### src/rtl/layer_control_responder.sv
// Layer-side responder for the master_controller control bus.
// Registers the broadcast phase code, starts a phase on each new non-idle
// code and sequences load / MAC / activation / write-back for one layer.
module layer_control_responder #(
   parameter int max      = 5,
   parameter int layer_no = 4,
   parameter int IDX_W    = $clog2(max),
   parameter int LAY_W    = (layer_no > 1) ? $clog2(layer_no) : 1,
   parameter int WADDR_W  = $clog2(max * max * layer_no)
) (
   input  logic               clk,
   input  logic               rst_n,
   input  logic [2:0]         control,
   output logic [IDX_W-1:0]   in_addr,
   output logic [WADDR_W-1:0] w_addr,
   output logic [IDX_W-1:0]   neuron_idx,
   output logic [LAY_W-1:0]   layer_idx,
   output logic               load_en,
   output logic               acc_clr,
   output logic               mac_en,
   output logic               act_en,
   output logic               wb_en,
   output logic               phase_done,
   output logic               net_done,
   output logic               abort,
   output logic               err
);

   typedef enum logic [2:0] {
      C_IDLE    = 3'b000,
      C_LOAD    = 3'b001,
      C_COMPUTE = 3'b010,
      C_ACT     = 3'b011,
      C_WB      = 3'b100,
      C_NEXT    = 3'b101,
      C_DONE    = 3'b110,
      C_ILLEGAL = 3'b111
   } code_t;

   typedef enum logic [2:0] {
      S_IDLE, S_LOAD, S_COMPUTE, S_ACT, S_WB, S_NEXT, S_HOLD, S_DONE
   } state_t;

   localparam logic [IDX_W-1:0] LAST_IDX   = IDX_W'(max - 1);
   localparam logic [LAY_W-1:0] LAST_LAYER = LAY_W'(layer_no - 1);

   state_t             state, state_n;
   logic [2:0]         control_q;
   logic [IDX_W-1:0]   i, i_n, j, j_n;
   logic [LAY_W-1:0]   layer, layer_n;
   logic [WADDR_W-1:0] w_addr_n;
   logic               load_en_n, acc_clr_n, mac_en_n, act_en_n, wb_en_n;
   logic               phase_done_n, net_done_n, abort_n, err_n;
   logic               change, active, fin;

   assign in_addr    = i;
   assign neuron_idx = j;
   assign layer_idx  = layer;

   // State, counters and all strobes are registered together from next values.
   always_ff @(posedge clk or negedge rst_n) begin
      if (!rst_n) begin
         state      <= S_IDLE;
         control_q  <= 3'b000;
         i          <= '0;
         j          <= '0;
         layer      <= '0;
         w_addr     <= '0;
         load_en    <= 1'b0;
         acc_clr    <= 1'b0;
         mac_en     <= 1'b0;
         act_en     <= 1'b0;
         wb_en      <= 1'b0;
         phase_done <= 1'b0;
         net_done   <= 1'b0;
         abort      <= 1'b0;
         err        <= 1'b0;
      end else begin
         state      <= state_n;
         control_q  <= control;
         i          <= i_n;
         j          <= j_n;
         layer      <= layer_n;
         w_addr     <= w_addr_n;
         load_en    <= load_en_n;
         acc_clr    <= acc_clr_n;
         mac_en     <= mac_en_n;
         act_en     <= act_en_n;
         wb_en      <= wb_en_n;
         phase_done <= phase_done_n;
         net_done   <= net_done_n;
         abort      <= abort_n;
         err        <= err_n;
      end
   end

   // Next-state, counter and strobe decode; a new code overrides any running phase.
   always_comb begin
      state_n      = state;
      i_n          = i;
      j_n          = j;
      layer_n      = layer;
      load_en_n    = 1'b0;
      acc_clr_n    = 1'b0;
      mac_en_n     = 1'b0;
      act_en_n     = 1'b0;
      wb_en_n      = 1'b0;
      phase_done_n = 1'b0;
      net_done_n   = 1'b0;
      abort_n      = 1'b0;
      err_n        = err;
      fin          = 1'b0;
      change       = (control != control_q);
      active       = (state == S_LOAD) || (state == S_COMPUTE) || (state == S_ACT) ||
                     (state == S_WB) || (state == S_NEXT);

      if (state == S_DONE) begin
         // Only a return to idle releases DONE; that is also the one path that clears the layer.
         if (control == 3'b000) begin
            state_n = S_IDLE;
            i_n     = '0;
            j_n     = '0;
            layer_n = '0;
         end else begin
            net_done_n = 1'b1;
         end
      end else if (change) begin
         abort_n = active;
         i_n     = '0;
         j_n     = '0;
         case (code_t'(control))
            C_IDLE:    state_n = S_IDLE;
            C_LOAD:    begin state_n = S_LOAD; load_en_n = 1'b1; end
            C_COMPUTE: begin state_n = S_COMPUTE; mac_en_n = 1'b1; acc_clr_n = 1'b1; end
            C_ACT:     begin state_n = S_ACT; act_en_n = 1'b1; end
            C_WB:      begin state_n = S_WB; wb_en_n = 1'b1; end
            C_NEXT:    begin
               state_n = S_NEXT;
               layer_n = (layer == LAST_LAYER) ? '0 : layer + LAY_W'(1);
            end
            C_DONE:    begin state_n = S_DONE; net_done_n = 1'b1; end
            default:   begin state_n = S_HOLD; err_n = 1'b1; end
         endcase
      end else begin
         case (state)
            S_LOAD: begin
               if (i == LAST_IDX) fin = 1'b1;
               else begin i_n = i + IDX_W'(1); load_en_n = 1'b1; end
            end
            S_COMPUTE: begin
               if (i == LAST_IDX) begin
                  if (j == LAST_IDX) fin = 1'b1;
                  else begin
                     i_n       = '0;
                     j_n       = j + IDX_W'(1);
                     mac_en_n  = 1'b1;
                     acc_clr_n = 1'b1;
                  end
               end else begin
                  i_n      = i + IDX_W'(1);
                  mac_en_n = 1'b1;
               end
            end
            S_ACT: begin
               if (j == LAST_IDX) fin = 1'b1;
               else begin j_n = j + IDX_W'(1); act_en_n = 1'b1; end
            end
            S_WB: begin
               if (j == LAST_IDX) fin = 1'b1;
               else begin j_n = j + IDX_W'(1); wb_en_n = 1'b1; end
            end
            S_NEXT:  fin = 1'b1;
            default: ;
         endcase
      end

      if (fin) begin
         state_n      = S_HOLD;
         phase_done_n = 1'b1;
         i_n          = '0;
         j_n          = '0;
      end

      w_addr_n = mac_en_n ? (WADDR_W'(layer_n) * WADDR_W'(max * max) +
                             WADDR_W'(j_n) * WADDR_W'(max) + WADDR_W'(i_n)) : '0;
   end

endmodule

### config.mk
export PLATFORM = sky130hd
export DESIGN_NAME = layer_control_responder
export DESIGN_NICKNAME = d
export VERILOG_FILES = /design/src/rtl/layer_control_responder.sv
export SDC_FILE = /design/constraint.sdc
export NUM_CORES = 1
export LEC_CHECK = 0
export ABC_AREA = 1
export BUFFER_PORTS_ARGS = -buffer_cell sky130_fd_sc_hd__buf_2
export CAP_MARGIN = 20
export CORE_ASPECT_RATIO = 1.25
export CORE_MARGIN = 2
export CORE_UTILIZATION = 60
export DETAILED_ROUTE_END_ITERATION = 8
export PLACE_DENSITY_LB_ADDON = 0.05
export SLEW_MARGIN = 25
export SYNTH_ARGS = -nofsm -noshare
export SYNTH_HDL_FRONTEND = slang
export SYNTH_SLANG_ARGS = --single-unit
### constraint.sdc
create_clock -name clk -period 6.9 [get_ports clk]
set_input_delay 0.345 -clock clk [delete_from_list [all_inputs] [get_ports clk]]
set_output_delay 0.345 -clock clk [all_outputs]
set_load 0.05 [all_outputs]
==> summary.md, run 1 <==
| Metric | Value |
|---|---|
| Path category of the worst min-delay check | primary input to asynchronous set/reset pin |
| Fmax | 244.3 MHz |
| YS warnings | 0 |
| Switching share of power | 42.76% |
| Worst VDD drop | 0.1862 mV |
| DIE AREA | 3820 µm² |
| Post-Route WL | 4214 µm |
| Clock skew | 0.003454 ns |
| H-tree level count | 2 |
| RSZ-0062 raised after global routing | false |
| Most frequent cells in the layout | nand2_1, inv_1, dfrtp_1, buf_2, ha_1 |
| Initial antenna violation count | 0 |
| CTS Buffer Depth | 2 |
| Worst-path fanout max | 5 |
| Number of diodes | 0 |
| Post-route antenna net violation count | 0 |
| Max cap viols | 0 |
| Largest net degree at the start of global routing | 31 |
| Synth Instances | 237 |
| Most common cell after layout, fill and taps aside | nand2_1 |
| Post-CTS sizing | 0 |
| Pleak | 0.001311 µW |
| CORE AREA | 3194 µm² |
| WL per Instance | 13.59 µm |
| Starting DRT DRC Count | 42 |
| Overall Global Routing Usage | 24.53% |
| Status | completed |
| Worst skew pair latency | 0.28 ns |
| Setup TNS | 0 ns |
| Final worst slack | 2.806 ns |
| Hold Fails Final Rpt | 0 |
| Final worst path period share | 59.33% |
| CTS Hold Bufs | 0 |
| Post-synth cell types | 36 |
| FF+latch count, synth | 30 |
| Slew headroom | 54.08% |
| Nets | 300 |
| DRC Markers | 0 |
| Required time of the critical path | 7.12 ns |
| CTS clock-pin slew for the worst setup and hold paths | 0.07 ns |
| Psw | 286.3 µW |
| Post-synthesis cell area | 2003 µm² |
| Combinational power share | 40.4% |
| Endpoints failing setup | 0 |
| Area grow syn2layout | 14.80% |
| Sequential fraction of design power | 33.2% |
| Power per cell area | 291.2 nW/µm² |
| Type of the worst setup path | flop to flop |
| FP Rows | 23 |
| CP Launch Type | flop |
| Post-DP HPWL | 3290 µm |
| Worst-Margin Slew | 0.6888 ns |
| CTS tree | yes |
| Layout cell share with drive strength beyond 1 | 23.44% |
| Vias in the first global route | 1653 |
| Height of the die | 68.60 µm |
| Routability cong. | 0.9537 |
| Root Driver | clkbuf_8 |
| Arr. time, crit path | 4.31 ns |
| DP Worst Slack | 2.803 ns |
| Io pins | 29 |
| Total setup buffers inserted after CTS | 0 |
| TritonRoute pass-1 iters | 4 |
| Via count | 1645 |
| First-pass GRT wire length | 7127 µm |
| Die width | 55.68 µm |
| Port bufs | 28 |
| Clock sinks | 30 |
| Post-Synthesis Net Count | 265 |
| Congestion Overflow GR | 0 |
| Seq/Total Area, Yosys | 37.48% |
| CP endpoint kind | flop |
| Max Transition Viols Final | 0 |
| Clock network power share | 26.4% |
| CTS Buf Count | 5 |
| DR vias/cell | 5.306 |
| Initial Util | 62.71% |
| Avg Inst Size Synth | 8.452 µm² |
| Pint | 383.2 µW |
| Min cycle time layout | 4.094 ns |
==> cells in the mapped netlist <==
library cell  instances  area (µm²)
dfrtp_1              30       750.7
o2111ai_1             2       17.52
or2_1                 1       6.260
inv_2                 4       15.01
nand2_4               3       33.78
nand4_2               1       12.51
inv_1                41       153.9
o32ai_1               1       8.760
nand4_1               3       18.77
o21bai_1              1       7.510
clkinv_2              1       5.000
xnor2_1               1       8.760
nand2_2               9       56.30
a22oi_1               1       7.510
nand3b_1              1       7.510
o31ai_1               1       7.510
xor2_1                1       8.760
ha_1                 19       237.7
a31oi_1               1       6.260
a21oi_1              10       50.05
a21o_1                1       7.510
or2_2                 1       6.260
o41ai_1               2       17.52
nand2_1              43       161.4
nor2_4                2       22.52
nand3_2               3       30.03
nor3_1                1       5.000
fa_1                  4       80.08
nor3_4                1       16.27
clkinv_4              1       8.760
o21ai_2               2       17.52
o21ai_0              12       60.06
xnor2_2               1       16.27
o21ai_1               4       20.02
nand3_1              10       50.05
nor2_1               17       63.81
==> sequential cells by signal, summed over array words and instances (netlist names), 2 cells and up <==
| name | count |
|---|---|
| w_addr | 7 |
| control_q | 3 |
| in_addr | 3 |
| neuron_idx | 3 |
| state | 3 |
| layer_idx | 2 |
==> power groups by stage <==
stage               clock (µW)  sequential, µW  combinational [µW]
floorplan                    0             286                 144
global placement             0             226                 265
detailed placement           0             226                 271
CTS                        179             222                 273
global route               186             226                 302
finish                     177             222                 271
==> layer usage <==
metal  vias to the layer above  wire, µm  GRT usage (%)
met5                         -         0              0
met4                         0       109          11.28
met3                         9       119          3.731
met2                        29      2338          48.66
met1                       776      1646          25.72
li1                        831         -              -
==> final cells by class <==
class / count / area, µm²
Timing Repair Buffer: 28 / 140.1
Multi-Input combinational cell: 160 / 1070
Tap cell: 37 / 46.29
Inverter: 47 / 182.7
Sequential cell: 30 / 750.7
Fill cell: 267 / 894.6
Clock buffer: 6 / 72.57
Clock inverter: 2 / 37.54
==> path summary, 6_finish.rpt <==
path | from | to | slack (ns) | cells after the start
min in group clk | control[2] | control_q[2]$_DFF_PN0_ | 0.27 | 1
worst max-delay path | in_addr[0]$_DFF_PN0_ | w_addr[6]$_DFF_PN0_ | 2.81 | 22
worst max register to register | in_addr[0]$_DFF_PN0_ | w_addr[6]$_DFF_PN0_ | 2.81 | 22
max in group asynchronous | rst_n | in_addr[0]$_DFF_PN0_ | 6.36 | 1
worst min-delay path | rst_n | phase_done$_DFF_PN0_ | 0.10 | 1
worst min register to register | err$_DFFE_PN0P_ | err$_DFFE_PN0P_ | 0.45 | 1
==> critical path, cell delays in order, from the launching register on <==
cell      delay (ns)
dfrtp_1         0.39
inv_1           0.09
ha_1            0.20
nand2_1         0.14
inv_1           0.08
o21bai_1        0.16
nand3_2         0.12
nand2_1         0.17
nand2_1         0.07
a21oi_1         0.33
ha_1            0.31
ha_1            0.27
inv_1           0.05
fa_1            0.47
inv_1           0.07
ha_1            0.16
inv_1           0.05
fa_1            0.40
o21ai_0         0.17
a21oi_1         0.10
nand3_1         0.09
nand2_1         0.05
nor2_1          0.07
==> kinds of logic after synthesis <==
logic type	share of synthesized area (%)
AND/OR/NAND/NOR	24.48
buffers and inverters	9.119
AO/OA/AOI/OAI	11.37
flip-flops	37.48
adder cells (fa/ha/maj)	15.87
XOR/XNOR	1.687
==> through the flow <==
step	util (%)	std cells	hold slack [ns]	instance area, µm²	total power [µW]
floorplan	-	237	0.04941	2003	429.5
global placement	68.55	302	0.4134	2190	490.1
detailed placement	68.55	302	0.4175	2190	496.7
CTS	71.99	310	0.1126	2300	673.6
global route	71.99	310	0.1667	2300	713.3
finish	71.99	310	0.1040	2300	669.6
(Power assumes the default switching activity.)
==> run 2: changes to the inputs <==
--- a/config.mk
+++ b/config.mk
@@ -5,12 +5,12 @@
 export SDC_FILE = /design/constraint.sdc
 export NUM_CORES = 1
 export LEC_CHECK = 0
-export ABC_AREA = 1
+export ABC_AREA = 0
 export BUFFER_PORTS_ARGS = -buffer_cell sky130_fd_sc_hd__buf_2
 export CAP_MARGIN = 20
 export CORE_ASPECT_RATIO = 1.25
 export CORE_MARGIN = 2
-export CORE_UTILIZATION = 60
+export CORE_UTILIZATION = 57
 export DETAILED_ROUTE_END_ITERATION = 8
 export PLACE_DENSITY_LB_ADDON = 0.05
 export SLEW_MARGIN = 25
==> constraint.sdc (replaced) <==
create_clock -name clk -period 4.2 [get_ports clk]
set_input_delay 0.21 -clock clk [delete_from_list [all_inputs] [get_ports clk]]
set_output_delay 0.21 -clock clk [all_outputs]
set_load 0.05 [all_outputs]
==> summary.md, run 2 <==
| Metric | Value |
|---|---|
| Port bufs | 28 (unchanged) |
| DIE AREA | 3987 µm² (+4.4%) |
| Vias in the first global route | 1732 (+4.8%) |
| CP endpoint kind | flop |
| Final worst path period share | 96.13% (+37 points) |
| Overall Global Routing Usage | 25.32% (+0.79 points) |
| Clock sinks | 30 (unchanged) |
| Initial Util | 58.19% (-4.5 points) |
| Initial antenna violation count | 0 (unchanged) |
| Largest net degree at the start of global routing | 31 (unchanged) |
| Path category of the worst min-delay check | primary input to flop |
| Ranking of synthesized cells by area | dfrtp_1, ha_1, inv_1 |
| FF-to-FF End | w_addr[6]$_DFF_PN0_ |
| Post-synth cell types | 45 (+25%) |
| Max reg flops | 7 (unchanged) |
| Non-Filler Instances | 289 (-6.8%) |
| Number of diodes | 0 (unchanged) |
| CP Launch Type | flop |
| TritonRoute pass-1 iters | 4 (unchanged) |
| FP Rows | 24 (+4.3%) |
| Most frequent cells in the layout | dfrtp_1, buf_2, inv_1, nor2_1, ha_1 |
| Most frequent CP cell | inv_1 |
| Synth Instances | 211 (-11%) |
| Hold Path Stages | 1 |
| Arr. time, crit path | 4.19 ns (-0.12 ns) |
| Post-synthesis cell area | 1992 µm² (-0.56%) |
| H-tree level count | 2 (unchanged) |
| Worst VDD drop | 0.3120 mV (+68%) |
| Area grow syn2layout | 18.34% |
| Hold Fails Final Rpt | 0 (unchanged) |
| Nets | 277 (-7.7%) |
| # placed instances | 280 (-7.3%) |
| Slew headroom | 56.35% (+2.3 points) |
| Top-count cell post-synth | dfrtp_1 |
| Worst Path Buf+Inv | 5 (unchanged) |
| Clock skew | 0.006544 ns (+0.003090 ns) |
| DRC Markers | 0 (unchanged) |
| CORE AREA | 3423 µm² (+7.2%) |
| Min Hold Slack | 0.1630 ns (+0.05896 ns) |
| Seq/Total Area, Yosys | 37.69% (+0.21 points) |
| Worst-path fanout max | 6 (+1) |
| Power per cell area | 418.6 nW/µm² (+44%) |
| Async SR Flop Fraction | 100.0% (unchanged) |
| Largest reg by FF count | w_addr |
| Worst skew pair latency | 0.29 ns (about the same) |
| Post-Route WL | 4641 µm (+10%) |
| CTS clock-pin slew for the worst setup and hold paths | 0.07 ns (about the same) |
| Worst-Margin Slew | 0.6548 ns (-0.03399 ns) |
| YS warnings | 0 (unchanged) |
| Critical-path top delay cell | fa_1 |
| Congestion Overflow GR | 0 (unchanged) |
| Required time of the critical path | 4.35 ns (-2.77 ns) |
| WL per Instance | 16.06 µm (+18%) |
| Root Driver | clkbuf_8 |
| Type of the worst setup path | flop to flop |
| First-pass GRT wire length | 7886 µm (+11%) |
| Post-synth top cells | dfrtp_1, inv_1, ha_1, nor2_1, a21oi_1 |
| FF+latch count, synth | 30 (unchanged) |
| Die width | 56.88 µm (+2.1%) |
| Min cycle time layout | 4.038 ns (-0.05589 ns) |
| Routability cong. | 0.8426 (-12%) |
| Via count | 1691 (+2.8%) |
| Starting DRT DRC Count | 40 (-4.8%) |
| Height of the die | 70.10 µm (+2.2%) |
| Avg Inst Size Synth | 9.440 µm² (+12%) |
| Fmax | 247.7 MHz (+1.4%) |
| DR vias/cell | 5.851 (+10%) |
| Synth Flop Type | dfrtp_1 |
| Io pins | 29 (unchanged) |
| Post-route antenna net violation count | 0 (unchanged) |
| Critical path cell sequence | inv_2, ha_4, a21oi_1, o32ai_2, mux2_2, a22o_1, ha_1, ha_1, inv_1, fa_1, inv_1, ha_1, inv_1, fa_1, inv_1, a21o_1, a21oi_1, xnor2_1, nor2_1 |
| Worst path max stage delay | 0.53 ns (+0.06 ns) |
| EDFF count, synth | 0 (unchanged) |
| CTS tree | yes |
| CP top delay family | adder cells |
| Max Transition Viols Final | 0 (unchanged) |
| Synth top area share | 37.69% (+0.21 points) |
| FF-to-FF path depth | 19 (-14%) |
| Layout cell share with drive strength beyond 1 | 23.60% (+0.16 points) |
| Post-DP HPWL | 3526 µm (+7.2%) |
| Status | completed |
| Hold EP | control_q[0]$_DFF_PN0_ |
| Min-delay src | control[0] |
| Post-Synthesis Net Count | 239 (-9.8%) |
| CTS Buf Count | 5 (unchanged) |
| Pleak | 0.001209 µW (-7.8%) |
| Endpoints failing setup | 0 (unchanged) |
| Internal reg-to-reg setup slack | 0.16 ns (-2.64 ns) |
| Largest area contributor in the netlist | dfrtp_1 |
| CTS Buffer Depth | 2 (unchanged) |
| Max cap viols | 0 (unchanged) |
| Reg2reg start | in_addr[0]$_DFF_PN0_ |
| Most common cell after layout, fill and taps aside | dfrtp_1 |
[run 2: cell types whose count changed after synthesis, moves of 5 or more]
cell      delta
inv_1       -17
nand2_1     -34
nand3_1      -5
nand2_2      -9
clkbuf_1     +5
nand2b_1     +6
[run 2: worst max path at each step]
stage / startpoint / end / slack, ns / depth (start not counted)
6_report: in_addr[0]$_DFF_PN0_ / w_addr[6]$_DFF_PN0_ / 0.16 / 19
3_5_place_dp: in_addr[0]$_DFF_PN0_ / w_addr[6]$_DFF_PN0_ / 0.04 / 19
4_1_cts: in_addr[0]$_DFF_PN0_ / w_addr[6]$_DFF_PN0_ / 0.004 / 19
5_1_grt: neuron_idx[1]$_DFF_PN0_ / w_addr[6]$_DFF_PN0_ / -0.01 / 21
2_1_floorplan: in_addr[0]$_DFF_PN0_ / w_addr[6]$_DFF_PN0_ / 0.02 / 19
3_3_place_gp: neuron_idx[1]$_DFF_PN0_ / w_addr[6]$_DFF_PN0_ / 0.15 / 21
[run 2: cell type report]
type                       count  area, µm²
inverter                      24      90.09
timing repair buffer          40      232.7
clock inverter                 2      12.51
fill                         276       1066
clock buffer                   6      82.58
sequential                    30      750.7
tap                           39      48.80
multi-input combinational    148       1140
[run 2: kinds of logic after synthesis]
logic type               Yosys count  synth area share [%]
adder cells (fa/ha/maj)           23                 15.96
XOR/XNOR                           9                 4.711
AND/OR/NAND/NOR                   64                 17.02
multiplexers                       2                 1.068
buffers and inverters             33                 7.098
flip-flops                        30                 37.69
AO/OA/AOI/OAI                     50                 16.46
[run 2: power breakdown]
part | internal, µW | switching [µW]
Combinational | 132 | 259
Clock | 132 | 116
Sequential | 318 | 29.7
Total | 582 | 405
[run 2: stage by stage]
| step | setup slack (ns) | total power (µW) | instance area [µm²] | util, % | setup TNS, ns |
|---|---|---|---|---|---|
| 2_1_floorplan | 0.02227 | 631.0 | 1992 | - | 0 |
| 5_1_grt | -0.01366 | 1044 | 2357 | 68.86 | -0.01366 |
| 3_5_place_dp | 0.03942 | 736.1 | 2212 | 64.62 | 0 |
| 3_3_place_gp | 0.1530 | 727.5 | 2212 | 64.62 | 0 |
| 4_1_cts | 0.004211 | 985.9 | 2317 | 67.69 | 0 |
| 6_report | 0.1624 | 986.8 | 2357 | 68.86 | 0 |
[run 2: repair_timing]
item	in CTS	in global routing
setup buffers	0	0
hold buffers	1	0
endpoints found under the setup margin	0	2
gates resized for setup	0	9
endpoints found under the hold margin	30	0
[run 2: per-layer routing]
metal  share of wire, %  vias up  track usage [%]  routed length, µm
met4                3.1        0            10.34                142
met3                4.5       13            4.815                208
met2                 51       50            44.44               2385
met1                 41      811            29.98               1905
li1                   -      817                -                  -
met5                  0        -                0                  0
==> run 3: changes to the inputs <==
--- a/config.mk
+++ b/config.mk
@@ -8,11 +8,12 @@
 export ABC_AREA = 0
 export BUFFER_PORTS_ARGS = -buffer_cell sky130_fd_sc_hd__buf_2
 export CAP_MARGIN = 20
-export CORE_ASPECT_RATIO = 1.25
+export CORE_ASPECT_RATIO = 0.9
 export CORE_MARGIN = 2
 export CORE_UTILIZATION = 57
 export DETAILED_ROUTE_END_ITERATION = 8
-export PLACE_DENSITY_LB_ADDON = 0.05
+export HOLD_SLACK_MARGIN = 0.08
+export PLACE_DENSITY_LB_ADDON = 0.08
 export SLEW_MARGIN = 25
 export SYNTH_ARGS = -nofsm -noshare
 export SYNTH_HDL_FRONTEND = slang
==> summary.md, run 3 (synthesis gave the netlist of run 2 again) <==
| Metric | Value |
|---|---|
| Area grow syn2layout | 22.05% |
| Required time of the critical path | 4.35 ns (about the same) |
| Reg2reg start | in_addr[1]$_DFF_PN0_ |
| Critical-path top delay cell | fa_1 |
| Pleak | 0.001240 µW (+2.6%) |
| Cell area after layout | 2431 µm² (+3.1%) |
| Max reg flops | 7 (unchanged) |
| Starting DRT DRC Count | 160 (+300%) |
| CTS clock-pin slew for the worst setup and hold paths | 0.06 ns (about the same) |
| CORE AREA | 3353 µm² (-2.0%) |
| CTS Buffer Depth | 2 (unchanged) |
| Arr. time, crit path | 4.12 ns (-0.07 ns) |
| CP endpoint kind | flop |
| Most frequent CP cell | inv_1 |
| Post-route antenna net violation count | 0 (unchanged) |
| Worst-path fanout max | 6 (unchanged) |
| CP Launch Type | flop |
| Routability cong. | 0.9369 (+11%) |
| Hold Fails Final Rpt | 0 (unchanged) |
| CTS Buf Count | 5 (unchanged) |
| H-tree level count | 2 (unchanged) |
| Height of the die | 60.08 µm (-14%) |
| Worst path max stage delay | 0.53 ns (about the same) |
| Post-Route WL | 4606 µm (-0.75%) |
| First-pass GRT wire length | 7383 µm (-6.4%) |
| CTS tree | yes |
| Worst Path Buf+Inv | 5 (unchanged) |
| Max Transition Viols Final | 0 (unchanged) |
| Fmax | 251.7 MHz (+1.6%) |
| Min Hold Slack | 0.1584 ns (-0.004580 ns) |
| Clock skew | 0.004997 ns (-0.001547 ns) |
| Finished Core Util | 72.50% (+3.6 points) |
| FP Rows | 20 (-17%) |
| Layout cell share with drive strength beyond 1 | 27.17% (+3.6 points) |
| Largest reg by FF count | w_addr |
| Vias in the first global route | 1568 (-9.5%) |
| Post-DP HPWL | 3359 µm (-4.7%) |
| CP top delay family | adder cells |
| TritonRoute pass-1 iters | 5 (+1) |
| Critical path cell sequence | inv_1, ha_4, a21oi_2, o32ai_2, mux2_4, a22o_4, ha_1, ha_1, inv_1, fa_1, inv_1, ha_1, inv_1, fa_2, inv_1, a21o_1, a21oi_2, xnor2_1, nor2_1 |
| Slew headroom | 54.43% (-1.9 points) |
| Fillers | 260 (-5.8%) |
| Largest net degree at the start of global routing | 31 (unchanged) |
| Final worst path period share | 94.59% (-1.5 points) |
| Root Driver | clkbuf_8 |
| Type of the worst setup path | flop to flop |
| Final worst slack | 0.2274 ns (+0.06502 ns) |
| Min-delay src | control[0] |
| Worst skew pair latency | 0.28 ns (about the same) |
| Number of diodes | 0 (unchanged) |
| Min cycle time layout | 3.973 ns (-0.06502 ns) |
| Initial antenna violation count | 0 (unchanged) |
| DRC Markers | 0 (unchanged) |
| Initial Util | 59.40% (+1.2 points) |
| Io pins | 29 (unchanged) |
| Overall Global Routing Usage | 24.91% (-0.41 points) |
| Nets | 281 (+1.4%) |
| Endpoints failing setup | 0 (unchanged) |
| Port bufs | 28 (unchanged) |
| Clock sinks | 30 (unchanged) |
| Register Area | 753.2 µm² (+0.33%) |
| Worst VDD drop | 0.3388 mV (+8.6%) |
| Status | completed |
| DR vias/cell | 5.695 (-2.7%) |
| Worst-Margin Slew | 0.6836 ns (+0.02875 ns) |
| Post-DP Area | 2226 µm² (+0.62%) |
| Most frequent cells in the layout | dfrtp_1, buf_2, inv_1, nor2_1, ha_1 |
| Die width | 66.31 µm (+17%) |
| Power per cell area | 402.9 nW/µm² (-3.8%) |
| DP Worst Slack | 0.02501 ns (-0.01441 ns) |
| Max cap viols | 0 (unchanged) |
| Congestion Overflow GR | 0 (unchanged) |
| Multi-input gate area | 1179 µm² (+3.4%) |
| Crit. Startpoint | in_addr[1]$_DFF_PN0_ |
| Path category of the worst min-delay check | primary input to flop |
| WL per Instance | 15.46 µm (-3.8%) |
| DIE AREA | 3984 µm² (about the same) |
| Via count | 1697 (+0.35%) |
-- run 3: final cells by class --
class | instances | area share [%]
multi-input cells | 148 | 48.48
flip-flops and latches | 30 | 30.98
repair buffers | 44 | 10.81
inverters | 24 | 3.706
clock buffers | 7 | 3.551
well taps | 44 | 2.265
clock inverters | 1 | 0.2059
-- run 3: stage by stage --
step / power, µW / cells / TNS, ns
2_1_floorplan: 631.0 / 211 / 0
3_5_place_dp: 724.5 / 286 / 0
6_report: 979.5 / 298 / 0
3_3_place_gp: 715.6 / 286 / 0
4_1_cts: 963.5 / 295 / 0
5_1_grt: 1039 / 298 / -0.01346
-- run 3: path summary, 6_finish.rpt --
check / endpoint / cells past startpoint / slack [ns]
worst max-delay path: w_addr[6]$_DFF_PN0_ / 19 / 0.23
worst min-delay path: control_q[0]$_DFF_PN0_ / 1 / 0.16
worst max register to register: w_addr[6]$_DFF_PN0_ / 19 / 0.23
worst min register to register: err$_DFFE_PN0P_ / 1 / 0.46
max in group asynchronous: state[0]$_DFFE_PN0P_ / 2 / 3.21
min in group asynchronous: abort$_DFF_PN0_ / 2 / 0.51
-- run 3: worst reg2reg max path, stage by stage, from the launching register on --
cell and delay [ns]:
dfrtp_1 0.40, inv_1 0.10, ha_4 0.16, a21oi_2 0.09, o32ai_2 0.31, mux2_4 0.33
a22o_4 0.24, ha_1 0.28, ha_1 0.27, inv_1 0.05, fa_1 0.53, inv_1 0.05
ha_1 0.20, inv_1 0.07, fa_2 0.20, inv_1 0.04, a21o_1 0.18, a21oi_2 0.14
xnor2_1 0.13, nor2_1 0.05
-- run 3: power breakdown --
part	internal, µW	switching, µW
sequential	319	33.2
combinational	135	256
clock	132	104
-- run 3: repair_timing --
item                                   in CTS  in global routing
endpoints found under the hold margin      30                  0
gates resized for setup                     1                 18
pin swaps                                   0                  2
setup endpoints to repair                   1                  2
hold buffers                                1                  0
setup buffers                               0                  3
-- run 3: routing by layer --
layer / GRT usage (%) / up-vias / routed length [µm]
li1: - / 819 / -
met1: 34.18 / 812 / 2138
met2: 40.00 / 59 / 2155
met3: 4.520 / 7 / 247
met4: 8.455 / 0 / 64
met5: 0 / - / 0
